**config.mk**
```make
export PLATFORM = sky130hd
export DESIGN_NAME = ps2_frame_rx
export DESIGN_NICKNAME = d
export VERILOG_FILES = /design/src/rtl/ps2_frame_rx.sv
export SDC_FILE = /design/constraint.sdc
export NUM_CORES = 1
export LEC_CHECK = 0
export CORE_MARGIN = 2
export CORE_UTILIZATION = 30
export CTS_CLUSTER_DIAMETER = 120
export DETAILED_ROUTE_END_ITERATION = 10
export GPL_TIMING_DRIVEN = 0
export PLACE_DENSITY = 0.52
export SLEW_MARGIN = 20
export SYNTH_ARGS = -nofsm -noshare
export SYNTH_HDL_FRONTEND = slang
export SYNTH_SLANG_ARGS = --single-unit
```
**constraint.sdc**
```tcl
create_clock -name clk -period 3.1 [get_ports clk]
set_input_delay 0.62 -clock clk [delete_from_list [all_inputs] [get_ports clk]]
set_output_delay 0.62 -clock clk [all_outputs]
set_load 0.02 [all_outputs]
```
**src/rtl/ps2_frame_rx.sv**
```systemverilog
// PS/2-style serial frame receiver: line synchroniser, deframer with
// parity/stop checking, and a valid/ready FIFO toward the host.
module ps2_frame_rx #(
   parameter int DATA_BITS   = 8,
   parameter int PARITY      = 1,
   parameter int DEPTH       = 4,
   parameter int SYNC_STAGES = 2,
   parameter int TIMEOUT     = 2000
) (
   input  logic                 clk,
   input  logic                 reset,
   input  logic                 ps2_clk,
   input  logic                 ps2_dat,
   output logic                 rd_valid,
   output logic [DATA_BITS-1:0] rd_data,
   output logic                 rd_err,
   input  logic                 rd_ready,
   output logic                 overflow,
   input  logic                 clear_ovf,
   output logic                 busy
);

   localparam int AW = $clog2(DEPTH);
   localparam int CW = $clog2(DATA_BITS + 1);
   localparam int WW = $clog2(TIMEOUT + 1);
   localparam int EW = DATA_BITS + 1;

   typedef enum logic [1:0] {
      IDLE,
      DATA,
      PAR,
      STOP
   } state_t;

   logic [SYNC_STAGES-1:0] clk_sync;
   logic [SYNC_STAGES-1:0] dat_sync;
   logic                   clk_prev;
   logic                   fe;
   logic                   sample;

   always_ff @(posedge clk or posedge reset) begin
      if (reset) begin
         clk_sync <= '1;
         dat_sync <= '1;
         clk_prev <= 1'b1;
      end else begin
         clk_sync <= {clk_sync[SYNC_STAGES-2:0], ps2_clk};
         dat_sync <= {dat_sync[SYNC_STAGES-2:0], ps2_dat};
         clk_prev <= clk_sync[SYNC_STAGES-1];
      end
   end

   assign fe     = clk_prev & ~clk_sync[SYNC_STAGES-1];
   assign sample = dat_sync[SYNC_STAGES-1];

   state_t               state;
   logic [CW-1:0]        cnt;
   logic [DATA_BITS-1:0] shreg;
   logic                 par_bit;
   logic [WW-1:0]        wd;
   logic                 timeout;

   // Watchdog fires after TIMEOUT consecutive cycles with no falling edge.
   assign timeout = (state != IDLE) && !fe && (wd == WW'(TIMEOUT - 1));

   always_ff @(posedge clk or posedge reset) begin
      if (reset) begin
         state   <= IDLE;
         cnt     <= '0;
         shreg   <= '0;
         par_bit <= 1'b0;
         wd      <= '0;
      end else begin
         if (state == IDLE || fe)
            wd <= '0;
         else
            wd <= wd + WW'(1);
         if (timeout) begin
            state <= IDLE;
         end else if (fe) begin
            unique case (state)
               IDLE: begin
                  if (!sample) begin
                     state <= DATA;
                     cnt   <= '0;
                     shreg <= '0;
                  end
               end
               DATA: begin
                  for (int i = 0; i < DATA_BITS; i++)
                     if (cnt == CW'(i))
                        shreg[i] <= sample;
                  cnt <= cnt + CW'(1);
                  if (cnt == CW'(DATA_BITS - 1))
                     state <= (PARITY == 0) ? STOP : PAR;
               end
               PAR: begin
                  par_bit <= sample;
                  state   <= STOP;
               end
               STOP: state <= IDLE;
               default: state <= IDLE;
            endcase
         end
      end
   end

   assign busy = (state != IDLE);

   logic par_x;
   logic par_fail;
   logic err;
   logic push;

   assign par_x = (^shreg) ^ par_bit;

   always_comb begin
      par_fail = 1'b0;
      if (PARITY == 1)
         par_fail = ~par_x;
      else if (PARITY == 2)
         par_fail = par_x;
   end

   assign err  = ~sample | par_fail;
   assign push = fe && (state == STOP);

   logic [EW-1:0] mem [DEPTH];
   logic [AW:0]   wp;
   logic [AW:0]   rp;
   logic          empty;
   logic          full;
   logic          pop;
   logic          wr;
   logic          ovf_set;
   logic [EW-1:0] head;

   assign empty = (wp == rp);
   assign full  = (wp[AW] != rp[AW]) &&
                  (wp[AW-1:0] == rp[AW-1:0]);
   assign pop     = rd_valid & rd_ready;
   assign wr      = push & (~full | pop);
   assign ovf_set = push & full & ~pop;

   always_ff @(posedge clk) begin
      if (wr)
         mem[wp[AW-1:0]] <= {err, shreg};
   end

   always_ff @(posedge clk or posedge reset) begin
      if (reset) begin
         wp       <= '0;
         rp       <= '0;
         overflow <= 1'b0;
      end else begin
         if (wr)
            wp <= wp + (AW+1)'(1);
         if (pop)
            rp <= rp + (AW+1)'(1);
         if (ovf_set)
            overflow <= 1'b1;
         else if (clear_ovf)
            overflow <= 1'b0;
      end
   end

   // Head is gated so an empty FIFO never exposes stale storage.
   assign head     = mem[rp[AW-1:0]];
   assign rd_valid = ~empty;
   assign rd_data  = rd_valid ? head[DATA_BITS-1:0] : '0;
   assign rd_err   = rd_valid & head[DATA_BITS];

endmodule

```
Yosys cells after proc, flatten, opt, wreduce, memory -nomap -nowiden
Memories as Yosys holds them, arrays and structs flattened. Cells that the tools add are included.

Memories kept: 1. Bits in registers: 38. Bits of input ports: 6. Output and inout port bits: 12. Word-level logic and storage cells: 111. Memory bits (writable): 36.

Memory list: mem (words 4, width 9, read ports 1, clocked after memory_dff 0, wr ports 1, RTL line 128) `logic [EW-1:0] mem [DEPTH];`.

Equal/unequal tests: 25. Bitwise gates (word level): 16. Add/sub/neg operators: 4. Reductions and logical operators: 24. Multiplexer cells: 23.

Operators by type and width (number): $reduce_and A5 Y1 (8); $ne A2 B2 Y1 const B (9); $eq A4 B3 Y1 const B (4); $mux W8 (2); $pmux W8 S2 (1); $mux W1 (12); $add A11 B1 Y11 const B (1); $eq A11 B11 Y1 const B (1); $mux W11 (1); $eq A4 B2 Y1 const B (2); $mux W2 (4); $pmux W2 S4 (1); $pmux W4 S2 (1); $reduce_bool A2 Y1 (4); $reduce_xor A8 Y1 (1); $not A1 Y1 (7); $add A3 B1 Y3 const B (2); $and A1 B1 Y1 (6); $ne A3 B3 Y1 const B (2); $reduce_and A3 Y1 (2); $add A4 B1 Y4 const B (1); $eq A2 B2 Y1 const B (2); $eq A4 B1 Y1 const B (1); $logic_and A1 B1 Y1 (4); other kinds (12) (13).

Depth between registers and ports, before layout
Depth in word-level cells: 7. Mapped depth: 8. Gate-level depth less buffers: 6.

Worst setup path before layout
No wires, ideal clock.

Path type: register to output. Start: register wp[2]. End: output port rd_data[0]. Data required time: 2.480 ns. Arrival: 1.408 ns. Cell stages (with the launch flop): 5. Path slack: 1.072 ns. Path buffers: 1. Cells stage by stage: dfrtp_1 xor2_1 nand3b_1 clkbuf_1 and2_1.

Word-level cells in the longest chain between the ends: 2.

RTL lines: from (decl) (RTL line 129) `logic [AW:0] wp;`; from (signal assigned) (RTL line 157) `wp <= wp + (AW+1)'(1);`; $eq A3 B3 Y1 (RTL line 138) `assign empty = (wp == rp);`; $mux W8 (RTL line 170) `assign rd_data = rd_valid ? head[DATA_BITS-1:0] : '0;`; to (decl) (RTL line 15) `output logic [DATA_BITS-1:0] rd_data,`.

Every way passes these cells.

Worst setup path in the final report
Start: register rp[0]. End: output port rd_data[2].

Word-level cells in the longest chain between the ends: 2. Elaborated cells between the ends (all ways): 3. Classes of those cells: eq/ne (1); mux (1); memory (1).

RTL lines: from (decl) (RTL line 130) `logic [AW:0] rp;`; from (signal assigned) (RTL line 159) `rp <= rp + (AW+1)'(1);`; $mem_v2 Z4 W9 or $eq A3 B3 Y1 (tied branches); $mux W8 (*) (RTL line 170).

Every way passes the cells marked *; elsewhere a longest branch is shown, timed or not.

==> results.txt <==
Status = finished clean
Global-route wire length before repair = 9.80 mm
Clock Latency Late Sink = 0.35 ns
Post-Route WL = 5.69 mm
Post-route minimum period = 2.92 ns
Non-Filler Instances = 427
Placement row count = 38
Max-cap violations = 0
Critical path arrival = 2.30 ns
Hold Crit Endpoint = clk_sync[1]$_DFF_PP1_
Power Density = 846 mW/mm2
Die W = 110 um
Wire length per cell = 13.3 um
Share of layout cells above drive strength 1 = 0.146
DR vias/cell = 4.50
Setup TNS = 0 ns
DRT antenna net count = 0
Lkg Pwr = 1.48 nW
YS warnings = 0
Residual DRC = 0
Hold Crit Class = flip-flop to flip-flop
Core Region = 0.0109 mm2
Hold slack = 0.358 ns
Clk pin slew, worst setup/hold paths = 0.09 ns
Slew margin rel. = 0.638
CP Launch Type = flip-flop
Max-slew violations = 0
Area share of the largest cell type after synthesis = 0.322
Antenna Cells = 0
HPWL after DPL = 3.84 mm
CTS Root Cell = clkbuf_8
Vias = 1920
WP data required = 2.48 ns
Peak VDD IR = 0.000338 V
F_max = 342 MHz
Routability cong. = 0.733
Die extent in y = 110 um
Post-CTS Setup Bufs = 0
Post-Syn Instances = 253
PortBufs = 17
Clock skew = 0.0137 ns
Synth top area cells = edfxtp_1 32%, dfrtp_1 25%, mux4_2 6.0%
Final non-filler cell area = 0.00392 mm2
Total die area = 0.0120 mm2
CP max-delay cell = mux4_2
WP buf/inv = 2
RSZ-0062 raised after global routing = false
Total GRT Usage = 0.109
Post-synthesis average cell area = 13.3 um2
Grt ovf = 0
Initial antenna violation count = 0
Cell variety after synth = 40
R2r endpoint = mem[3][3]$_DFFE_PP_
Number of global-route vias before repair = 2009
Crit path max fanout = 10
Tightest Pin Transition = 0.544 ns
Starting Density = 0.308
Origin of the worst min-delay path = clk_sync[0]$_DFF_PP1_
Critical Path End Type = output pin
Bufs on Longest Clock Path = 2
Crit path max-delay family = buffers and inverters
Top Ports = 18
Nets = 303
Placed Area = 0.00372 mm2
Reg-to-reg startpoint = state[0]$_DFFE_PP0P_
Cell Area, Synth = 0.00336 mm2
Placed insts = 411
Pin count of the biggest net entering global routing = 32
Crit-path cells = clkbuf_4 > mux4_2 > and2_1 > clkdlybuf4s50_1
Seq/Total Area, Yosys = 0.607
DRT Pass-1 Iters = 4
CTS tree = done
Hold Fails Final Rpt = 0
Final Setup Violations = 0
DRT iter0 DRCs = 43
Reg2Reg Depth = 4
Setup Crit Path Kind = flip-flop to output pin
Clock sinks = 74
R2r setup slk = 1.19 ns
Slowest stage delay, CP = 0.54 ns
Syn nets = 274
Synth area leader = edfxtp_1
Num CTS Buffers = 9
Final worst-path cycle share = 0.942
Htree depth = 3
P&R area growth vs syn = 16.9%
Synthesis-stage register bit count = 74
Hold-critical path depth = 0
-- cells by family (layout without fill, tap and decap cells) --
| family | Yosys count | in the layout | synth area share |
|---|---|---|---|
| fa+ha+maj | 15 | 15 | 0.0559 |
| xor+xnor | 22 | 22 | 0.0615 |
| simple gates | 74 | 74 | 0.118 |
| buf+inv | 20 | 54 | 0.0235 |
| flops | 74 | 74 | 0.607 |
| mux | 11 | 11 | 0.0671 |
| compound gates | 37 | 37 | 0.0667 |
-- state kept, by name, summed over array words and instances (netlist names) --
register and cells:
mem 36, clk_prev 1, clk_sync 2, overflow 1, shreg 8, par_bit 1
cnt 4, wd 11, dat_sync 2, wp 3, rp 3, state 2
-- through the flow --
step,setup WS (ns),total power [mW],util
after detailed placement,0.411,2.61,0.342
final,0.178,3.32,0.360
after global routing,0.0535,3.57,0.360
after floorplan,1.07,2.17,-
after CTS,0.00163,3.37,0.360
after global placement,0.452,2.59,0.340
-- routing by layer --
layer  vias up  routed length [um]  GRT usage
met2        21                2730      0.180
met3         7                 172     0.0409
li1        960                   -          -
met5         -                   0          0
met1       932                2690      0.130
met4         0                  92     0.0407
-- cell usage after synthesis --
master / instances
nand2b_2: 1
or2_1: 1
buf_2: 3
and2_1: 14
nand3_2: 1
nand2_1: 19
nor2_1: 11
nor2b_1: 3
mux4_2: 9
nand3_1: 6
dfstp_2: 5
a41oi_2: 1
dfrtp_1: 33
or3b_1: 1
o22ai_1: 5
or3_1: 1
inv_2: 1
nand4_1: 5
o211ai_1: 3
nor3_1: 2
and2b_1: 1
o21ai_0: 1
nand3b_1: 3
xor2_1: 8
o22ai_2: 1
nand2b_1: 1
a21oi_2: 1
o31ai_1: 1
clkbuf_1: 2
xnor2_1: 13
and4_1: 1
or4_1: 1
o21ai_1: 15
a21oi_1: 9
xnor3_1: 1
mux2_1: 2
edfxtp_1: 36
and3_1: 2
inv_1: 14
ha_1: 15
-- worst max path at each step --
stage,startpoint,endpoint,slack (ns),cells after the start
floorplan,wp[2]$_DFFE_PP0P_,rd_data[0],1.07,4
global placement,rp[0]$_DFFE_PP0P_,rd_data[3],0.45,4
detailed placement,wp[2]$_DFFE_PP0P_,rd_data[1],0.41,5
CTS,wp[2]$_DFFE_PP0P_,rd_data[1],0.002,5
global route,rp[0]$_DFFE_PP0P_,rd_data[2],0.05,4
finish,rp[0]$_DFFE_PP0P_,rd_data[2],0.18,4
-- final cells by class --
cell class	count	area, um2
fill	1074	6960
inverter	15	56.3
buffer	5	27.5
multi-input combinational	159	1240
clock buffer	9	124
sequential	74	2040
tap	140	175
timing repair buffer	18	190
clock inverter	7	73.8
-- power by group --
group          total (mW)  internal, mW  switching, mW
logic                1.26         0.606          0.651
clock network       0.757         0.377          0.380
registers            1.31          1.18          0.123
total                3.32          2.17           1.15
-- cell usage in the layout (no fill, tap or decap), types with 2 or more instances in the layout --
cell type,count
inv_6,3
a21oi_1,9
clkdlybuf4s50_1,17
dfstp_2,5
nand4_1,5
inv_1,13
xnor2_1,13
dfrtp_1,33
nor2_1,11
nand3_1,6
clkbuf_8,9
o211ai_1,3
o21ai_1,15
nor2b_1,3
buf_2,2
mux4_2,9
nand2_1,19
inv_2,2
o22ai_1,5
clkbuf_2,2
ha_1,15
and2_1,14
nor3_1,2
xor2_1,8
mux2_1,2
and3_1,2
nand3b_1,3
edfxtp_1,36
-- what timing repair did --
action                     CTS  global route
gates resized for setup      0             5
hold buffers                 0             0
setup endpoints to repair    0             9
No activity file was read; power rests on OpenSTA's default activity.
